[src/rtl/feistel_decrypt_core.sv]
`default_nettype none
// ============================================================================
// Module   : feistel_decrypt_core
// Brief    : Iterative Feistel decryptor, one round per clock, keys applied
//            in reverse order through an index/key lookup port.
//            Optional simulation trace enabled by FEISTEL_DEC_TRACE_EN.
// Revision : 1.0
// ============================================================================
module feistel_decrypt_core #(
  parameter  int ROUNDS = 16,
  localparam int KIW    = (ROUNDS > 1) ? $clog2(ROUNDS) : 1
) (
  input  logic           clk,
  input  logic           rst_n,
  input  logic           in_valid,
  output logic           in_ready,
  input  logic [63:0]    cipher_in,
  output logic [KIW-1:0] key_idx,
  input  logic [47:0]    round_key,
  output logic           out_valid,
  input  logic           out_ready,
  output logic [63:0]    plain_out,
  output logic           busy
);

  localparam logic [KIW-1:0] LAST_RND = KIW'(ROUNDS - 1);
  localparam logic [31:0]    F_MASK   = 32'h5A5A5A5A;

  typedef enum logic [1:0] {
    S_IDLE = 2'd0,
    S_RUN  = 2'd1,
    S_DONE = 2'd2
  } state_t;

  state_t         state_q, state_d;
  logic [31:0]    l_q, l_d;
  logic [31:0]    r_q, r_d;
  logic [KIW-1:0] rnd_q, rnd_d;
  logic [63:0]    plain_q, plain_d;
  logic [31:0]    f_out;

  // Must stay bit-exact with the encryptor's round function.
  function automatic logic [31:0] f_round(input logic [31:0] x, input logic [47:0] k);
    logic [47:0] e;
    logic [47:0] y;
    logic [31:0] c;
    e = {x[31:16], x[31:16], x[15:0]};
    y = e ^ k;
    c = {y[47:40] ^ y[39:32], y[31:24] ^ y[23:16], y[15:8] ^ y[7:0], 8'hAA};
    return {c[30:0], c[31]} ^ F_MASK;
  endfunction

  assign f_out = f_round(l_q, round_key);

  always_comb begin
    state_d = state_q;
    l_d     = l_q;
    r_d     = r_q;
    rnd_d   = rnd_q;
    plain_d = plain_q;
    case (state_q)
      S_IDLE: begin
        if (in_valid) begin
          l_d     = cipher_in[63:32];
          r_d     = cipher_in[31:0];
          rnd_d   = LAST_RND;
          state_d = S_RUN;
        end
      end
      S_RUN: begin
        l_d = r_q ^ f_out;
        r_d = l_q;
        if (rnd_q == '0) begin
          plain_d = {r_q ^ f_out, l_q};
          state_d = S_DONE;
        end else begin
          rnd_d = rnd_q - 1'b1;
        end
      end
      S_DONE: begin
        // Result is held untouched until the consumer takes it.
        if (out_ready) begin
          state_d = S_IDLE;
        end
      end
      default: begin
        state_d = S_IDLE;
      end
    endcase
  end

  always_ff @(posedge clk or negedge rst_n) begin
    if (!rst_n) begin
      state_q <= S_IDLE;
      l_q     <= '0;
      r_q     <= '0;
      rnd_q   <= '0;
      plain_q <= '0;
    end else begin
      state_q <= state_d;
      l_q     <= l_d;
      r_q     <= r_d;
      rnd_q   <= rnd_d;
      plain_q <= plain_d;
    end
  end

  always_comb begin
    in_ready  = (state_q == S_IDLE);
    out_valid = (state_q == S_DONE);
    busy      = (state_q != S_IDLE);
    key_idx   = (state_q == S_RUN) ? rnd_q : '0;
    plain_out = plain_q;
  end

`ifdef FEISTEL_DEC_TRACE_EN
  always @(posedge clk) begin
    if (rst_n && state_q == S_RUN) begin
      $display("FeistelDec: rnd=%0d L=%h R=%h Key=%h F=%h", rnd_q, l_q, r_q, round_key, f_out);
      if (rnd_q == '0) begin
        $display("FeistelDec: plain=%h", plain_d);
      end
    end
  end
`else
  // Trace disabled: no simulation-only logic is compiled.
`endif

endmodule
`default_nettype wire
[config.mk]
export PLATFORM = sky130hd
export DESIGN_NAME = feistel_decrypt_core
export DESIGN_NICKNAME = d
export VERILOG_FILES = /design/src/rtl/feistel_decrypt_core.sv
export SDC_FILE = /design/constraint.sdc
export NUM_CORES = 1
export LEC_CHECK = 0
export CORE_MARGIN = 8
export CORE_UTILIZATION = 48
export DETAILED_ROUTE_END_ITERATION = 10
export MAX_ROUTING_LAYER = met4
export PLACE_DENSITY_LB_ADDON = 0.12
export SLEW_MARGIN = 20
export SYNTH_ARGS = -nofsm -noshare
export SYNTH_HDL_FRONTEND = slang
export SYNTH_SLANG_ARGS = --single-unit
[constraint.sdc]
create_clock -name clk -period 2.2 [get_ports clk]
set_input_delay 0.44 -clock clk [delete_from_list [all_inputs] [get_ports clk]]
set_output_delay 0.44 -clock clk [all_outputs]
set_load 0.05 [all_outputs]
* After elaboration in Yosys (flattened, before gate mapping)
Cells that the tools add are included.
** Storage, ports and cells
- Word-level logic and storage cells :: 38
- Register bits :: 134
- Output and inout bits :: 71
- Input bits :: 116
** Cells by class
- $add $sub $neg :: 1
- Bitwise gates (word level) :: 6
- Reductions and logical operators :: 8
- Multiplexer cells :: 12
- Equality and inequality tests :: 6
** Operator list (number)
- case mux 32 bit (2 select lines) :: 2
- two-way mux 32 bit :: 2
- XOR 48 bit :: 1
- XOR 32 bit :: 1
- XOR 8 bit :: 3
- NOT 16 bit :: 1
- two-way mux 4 bit :: 3
- case mux 4 bit (2 select lines) :: 1
- two-way mux 2 bit :: 3
- != test 2 bit, second input constant :: 3
- case mux 2 bit (3 select lines) :: 1
- AND reduction 3 bit :: 2
- logical NOT 4 bit :: 1
- AND reduction 2 bit :: 2
- nonzero test 2 bit :: 2
- subtractor 4 x 1 -> 4 bit, second input constant :: 1
- == test 2 x 1 -> 1 bit, second input constant :: 1
- == test 2 bit, second input constant :: 1
- logical NOT 2 bit :: 1
- != test 2 x 1 -> 1 bit, second input constant :: 1

* Longest topological paths before layout
Gate-level depths: netlist (run 1).
- Depth after elaboration :: 5
- Mapped depth :: 6
- Mapped depth without buffers :: 5

* Worst setup path after synthesis (run 1)
OpenSTA, ideal clock, no wires.
- Path type :: reg2out
- From :: register state_q[1]
- To :: output key_idx[0]
- Data arrival time :: 1.559 ns
- Stages on the path, launching flop included :: 5
- Slack :: 0.201 ns
- Path through :: dfrtp_1 > nand2b_1 > clkbuf_1 > clkbuf_1 > nor2_1
** Between the ends
- Cells in the longest elaborated chain, start to end :: 2
** RTL lines
- from (decl) :: line 35 : state_t state_q, state_d;
- from (signal assigned) :: line 100 : state_q <= state_d;
- == test 2 x 1 -> 1 bit :: line 112 : key_idx = (state_q == S_RUN) ? rnd_q : '0;
- two-way mux 4 bit :: line 112
- to (decl) :: line 18 : output logic [KIW-1:0] key_idx,
Every way passes these cells.

* Final worst setup path (run 1)
- From :: register state_q[1]
- To :: output key_idx[2]
The elaborated chain is that of the path after synthesis.

==> results.ini, run 1 <==
[outcome]
status = finished, final reports clean

[floorplanning]
rows = 42
fp.dieW_microns = 133
ioPinCount = 187
die_y_microns = 133
core_sq_um = 13300
initial_core_util_pct = 49.3
die_area_sq_um = 17600

[placement]
dp.cells = 900
hpwl_mm = 12.8
port_buffers = 186
place_area_sq_um = 8700
place.gp.congestion = 0.840

[power_and_ir_drop]
p_clk_share_pct = 18.3
p_int_mw = 10.1
p_leak_nw = 4.13
switching_power_mw = 7.55
peakVddDrop_mv = 1.14
pwr-share-seq_pct = 27.4
netSwitchingFraction_pct = 42.7
p_total_mw = 17.7
power.density_nw_per_um2 = 1880
pwr-share-comb_pct = 54.3

[timing]
setup_violations = 0
fin_crit_ns = 2.07
fin_skew_ns = 0.00610
slew_violations = 0
max-slew-margin-rel_pct = 58.1
fmax_ghz = 0.484
fin_crit_sh_pct = 93.9
fin_tns_setup_ns = 0
finalHoldViolations = 0
tightest_slew_ns = 0.629
rsz0062_at_grt = no

[worst_setup_path]
r2r_cells = 6
crit_path_max_incr_delay_ns = 0.51
path_buf_inv = 2
path_cells = nor2b_4, buf_4, and2_1, buf_12
critPathMaxFanout = 14
worst-path-stages = 4
crit_type = reg2out
r2r-end = plain_out[56]
critical_path_arrival_ns = 1.63
cp-end-kind = output pin
crit_path_end = key_idx[2]
setup.worst_path.start = state_q[1]
reg2reg_slack_ns = 0.25
slowest_stage = dfrtp_2
r2r-start = rnd_q[0]
critPathTopFamily = flip-flops
startpoint_type = flop
required_ns = 1.76

[cts]
numClockSinks = 134
numCtsBuffers = 17
insertion_delay_ns = 0.41
root_buffer = clkbuf_16
cts_tree = yes
ctsLongestPathBuffers = 2
cts.clk_slew.worst_paths_ns = 0.06
htree_levels = 4

[run]
maxCapViolCount = 0

[drt]
dr.first_iter.drc_count = 293
first_pass_iters = 4
wl_per_cell_microns = 19.3
drcViolationCount = 0
vias = 4965
viasPerCell = 5.31
ant_nets = 0
routed_wl_mm = 18.1

[global_routing]
antenna_found_initial = 2
grt_max_degree = 54
grt_usage_pct = 21.6
grt_pass1_vias = 5446
gr-total-overflow = 0
grt_pass1_wl_mm = 29.2

[yosys]
synthCells = 556
ys_seq_area_share_pct = 51.2
synth_area_leaders = dfrtp_1, mux2_1, xnor3_1
syn-num-nets = 673
yosysWarnings = 0
async_flop_share_pct = 100
synth_commonest_cells = dfrtp_1, nand2_1, mux2_1
yosys.area.top_type = dfrtp_1
synth-seq-cells = 134
synth_enable_flop_cells = 0
synthFlopType = dfrtp_1
synth_cell_types = 39
avgSynthCellArea_sq_um = 11.8
syn-cell-area_sq_um = 6550
synth_top_area_share_pct = 51.2
yosysMostFrequentCell = dfrtp_1

[cells_and_area]
drive_gt1_share_pct = 9.38
final_cells = 935
syn_to_final_growth_pct = 43.4
fin_nets = 861
postLayoutCellArea_sq_um = 9390
post-route-util_pct = 70.7

[hold_path]
min_path_type = in2async

worst min-delay path by stage:
stage / start / end / slack, ns / cells past startpoint
after floorplan: rst_n / l_q[0] / 0.14 / 0
after CTS: rst_n / plain_out[12] / 0.46 / 2
final: rst_n / plain_out[12] / 0.47 / 2
after detailed placement: rst_n / plain_out[12] / 0.34 / 1
after global routing: rst_n / r_q[12] / 0.48 / 2
after global placement: rst_n / r_q[12] / 0.34 / 1
kinds of logic after synthesis:
kind of cell / after synthesis / synth area share (%)
simple gates: 142 / 9.66
flops: 134 / 51.2
compound gates: 106 / 11.2
xor+xnor: 64 / 13.6
mux: 63 / 10.7
buf+inv: 46 / 3.51
fa+ha+maj: 1 / 0.191
cells in the final DEF (no fill, tap or decap), drive strengths merged, types with 17 or more instances in the layout:
cell type	instances
nor2	41
clkbuf	19
mux2	56
clkdlybuf4s50	178
a31oi	39
buf	25
xnor3	24
o22a	17
o21a	17
nand2	78
dfrtp	134
xnor2	26
layer usage:
layer	vias to the layer above	share of wire (%)	GRT usage [%]
li1	2312	-	-
met2	170	49	34.0
met4	0	2.0	8.14
met3	25	6.7	6.25
met5	-	0	-
met1	2458	42	26.0
power groups by stage:
stage / registers (mW) / clock network [mW] / logic, mW
floorplan: 6.63 / 0 / 4.65
CTS: 4.85 / 3.30 / 9.70
global route: 5.02 / 3.40 / 10.3
detailed placement: 4.87 / 0 / 9.62
finish: 4.84 / 3.24 / 9.59
global placement: 4.80 / 0 / 9.39
final cells by class:
| cell class | instances | area [sq um] |
|---|---|---|
| fillers | 972 | 3900 |
| flip-flops and latches | 134 | 3350 |
| multi-input cells | 376 | 2990 |
| repair buffers | 204 | 2110 |
| clock buffers | 19 | 453 |
| clock inverters | 13 | 226 |
| well taps | 176 | 220 |
| inverters | 11 | 41.3 |
| diodes | 2 | 5.00 |
registers in the layout, summed over array words and instances, names as in the netlist:
name,count
r_q,32
rnd_q,4
state_q,2
plain_out,64
l_q,32
worst reg2reg max path: cells and delay by family, from the launching register on:
family	cells	cell delay, ns
AND/OR/NAND/NOR	2	0.25
buffers and inverters	2	0.59
adder cells (fa/ha/maj)	1	0.25
flip-flops	1	0.34
multiplexers	1	0.40
metrics by stage:
stage	worst slack [ns]	hold WS, ns
2_1_floorplan	0.201	0.144
3_5_place_dp	0.158	0.336
3_3_place_gp	0.193	0.341
6_report	0.134	0.469
4_1_cts	0.0281	0.460
5_1_grt	0.0575	0.483
timing repair:
action                     in CTS  in global routing
resized for setup               0                  1
hold endpoints to repair       29                  0
hold buffers                    1                  0
buffers inserted                0                  0
setup endpoints to repair       0                  3
Power figures use the tool's default switching activity.
==> inputs of run 2 (changes only) <==
Settings changed: CORE_MARGIN 8 to 2, CORE_UTILIZATION 48 to 44.
Clock period 2.2 ns to 1.9 ns, I/O delays scaled along.
==> results.ini, run 2 (synthesized netlist as in run 1, its figures left out) <==
[floorplanning]
die_y_microns = 126  ; -5.1%
ioPinCount = 187  ; unchanged
fp.dieW_microns = 126  ; -5.1%
initial_core_util_pct = 45.1  ; -4.2 points
die_area_sq_um = 15900  ; -10%
rows = 44  ; +4.8%
core_sq_um = 14500  ; +9.3%

[drt]
wl_per_cell_microns = 18.1  ; -6.6%
drcViolationCount = 0  ; unchanged
ant_nets = 0  ; unchanged
vias = 5029  ; +1.3%
first_pass_iters = 5  ; +1
dr.first_iter.drc_count = 334  ; +14%
routed_wl_mm = 17.3  ; -4.3%
viasPerCell = 5.25  ; -1.1%

[placement]
place_ws_ns = -0.00435  ; -0.163 ns
hpwl_mm = 12.3  ; -3.8%
port_buffers = 186  ; unchanged
place.gp.congestion = 0.806  ; -4.1%

[global_routing]
grt_pass1_vias = 5269  ; -3.3%
gr-total-overflow = 0  ; unchanged
antenna_found_initial = 0  ; -2
grt_pass1_wl_mm = 27.7  ; -5.2%
grt_max_degree = 46  ; -15%
grt_usage_pct = 23.1  ; +1.5 points

[cells_and_area]
antenna_cells = 0  ; -2
fin_nets = 878  ; +2.0%
largest_reg_flops = 64  ; unchanged
layout_common_cells = dfrtp_1, clkdlybuf4s50_1, nand2_1
syn_to_final_growth_pct = 44.7
final_common_cell = dfrtp_1
drive_gt1_share_pct = 13.7  ; +4.3 points

[worst_setup_path]
crit_path_end = in_ready
critical_path_arrival_ns = 1.47  ; -0.16 ns
crit_type = reg2out
startpoint_type = flop
r2r_cells = 6  ; unchanged
required_ns = 1.52  ; -0.24 ns
cp-end-kind = output pin
setup.worst_path.start = state_q[1]
critPathMaxFanout = 8  ; -6
r2r-start = rnd_q[1]
reg2reg_slack_ns = 0.12  ; -0.13 ns
r2r-end = plain_out[17]

[cts]
insertion_delay_ns = 0.42  ; about the same
cts.clk_slew.worst_paths_ns = 0.06  ; about the same
numCtsBuffers = 17  ; unchanged
ctsLongestPathBuffers = 2  ; unchanged
htree_levels = 4  ; unchanged
root_buffer = clkbuf_16
cts_tree = yes
numClockSinks = 134  ; unchanged

[outcome]
status = finished, final reports clean

[power_and_ir_drop]
power.density_nw_per_um2 = 2130  ; +13%
p_total_mw = 20.2  ; +14%
p_leak_nw = 4.31  ; +4.5%
peakVddDrop_mv = 1.04  ; -9.5%

[timing]
finalHoldViolations = 0  ; unchanged
slew_violations = 0  ; unchanged
setup_violations = 0  ; unchanged
fin_crit_sh_pct = 97.4
fin_skew_ns = 0.00632  ; +0.000223 ns
rsz0062_at_grt = no
max-slew-margin-rel_pct = 65.7  ; +7.6 points
fin_crit_ns = 1.85
worst_slack_ns = 0.0491  ; -0.0852 ns
fmax_ghz = 0.540
tightest_slew_ns = 0.517  ; -0.112 ns

[hold_path]
min_path_type = in2async

[run]
maxCapViolCount = 0  ; unchanged

-- run 2: changes by cell type in the layout (fill, tap and decap cells not counted), sizes merged --
cell,before,now
clkinvlp,3,2
diode,2,0
inv,10,9
buf,25,58
clkbuf,19,24
clkinv,5,2
clkdlybuf4s50,178,114
dlygate4sd2,0,48
-- run 2: through the flow --
| step | cells | util [%] | area [sq um] | hold WS, ns | TNS [ns] |
|---|---|---|---|---|---|
| after floorplan | 556 | - | 6560 | 0.0844 | 0 |
| after global placement | 917 | 60.4 | 8780 | 0.283 | 0 |
| after detailed placement | 917 | 60.4 | 8780 | 0.286 | -0.00550 |
| after CTS | 952 | 64.9 | 9430 | 0.415 | 0 |
| after global routing | 958 | 65.2 | 9480 | 0.449 | 0 |
| final | 958 | 65.2 | 9480 | 0.417 | 0 |
-- run 2: repair_timing --
item,in CTS,in global routing
pin swaps,0,1
hold buffers,1,0
cloned,0,0
gates resized for setup,52,2
buffers inserted,2,6
endpoints found under the hold margin,28,0
setup endpoints to repair,54,54
-- run 2: how the worst min path moves through the flow --
stage / slack, ns / start / depth (start not counted) / endpoint
2_1_floorplan: 0.08 / rst_n / 0 / l_q[0]
3_3_place_gp: 0.28 / rst_n / 1 / plain_out[34]
3_5_place_dp: 0.29 / rst_n / 1 / r_q[2]
4_1_cts: 0.42 / rst_n / 2 / r_q[2]
5_1_grt: 0.45 / rst_n / 2 / r_q[2]
6_report: 0.42 / rst_n / 2 / r_q[2]
-- run 2: layout make-up --
type / instances / area (sq um)
tap: 184 / 230
inverter: 11 / 45.0
sequential: 134 / 3360
fill: 1158 / 5050
clock inverter: 8 / 193
clock buffer: 24 / 482
multi-input combinational: 376 / 3000
timing repair buffer: 221 / 2170
-- run 2: critical path, stage by stage (launching register included) --
cell	delay [ns]
dfrtp_2	0.47
or2_2	0.35
clkinvlp_4	0.10
buf_12	0.13
-- run 2: report_power, final --
group          switching (mW)  internal, mW
clock network            1.20          2.57
logic                    6.31          4.53
registers                1.16          4.43
total                    8.68          11.5
-- run 2: metal layers --
| metal | up-vias | track usage, % | share of wire [%] |
|---|---|---|---|
| li1 | 2349 | - | - |
| met1 | 2485 | 29.0 | 43 |
| met2 | 171 | 37.6 | 50 |
| met3 | 24 | 5.56 | 6.1 |
| met4 | 0 | 6.46 | 1.3 |
| met5 | - | - | 0 |
==> inputs of run 3 (changes only) <==
Settings changed: CAP_MARGIN from default to 5.
==> results of run 3 <==
Final layout, timing and power as in run 2 (identical DEF).
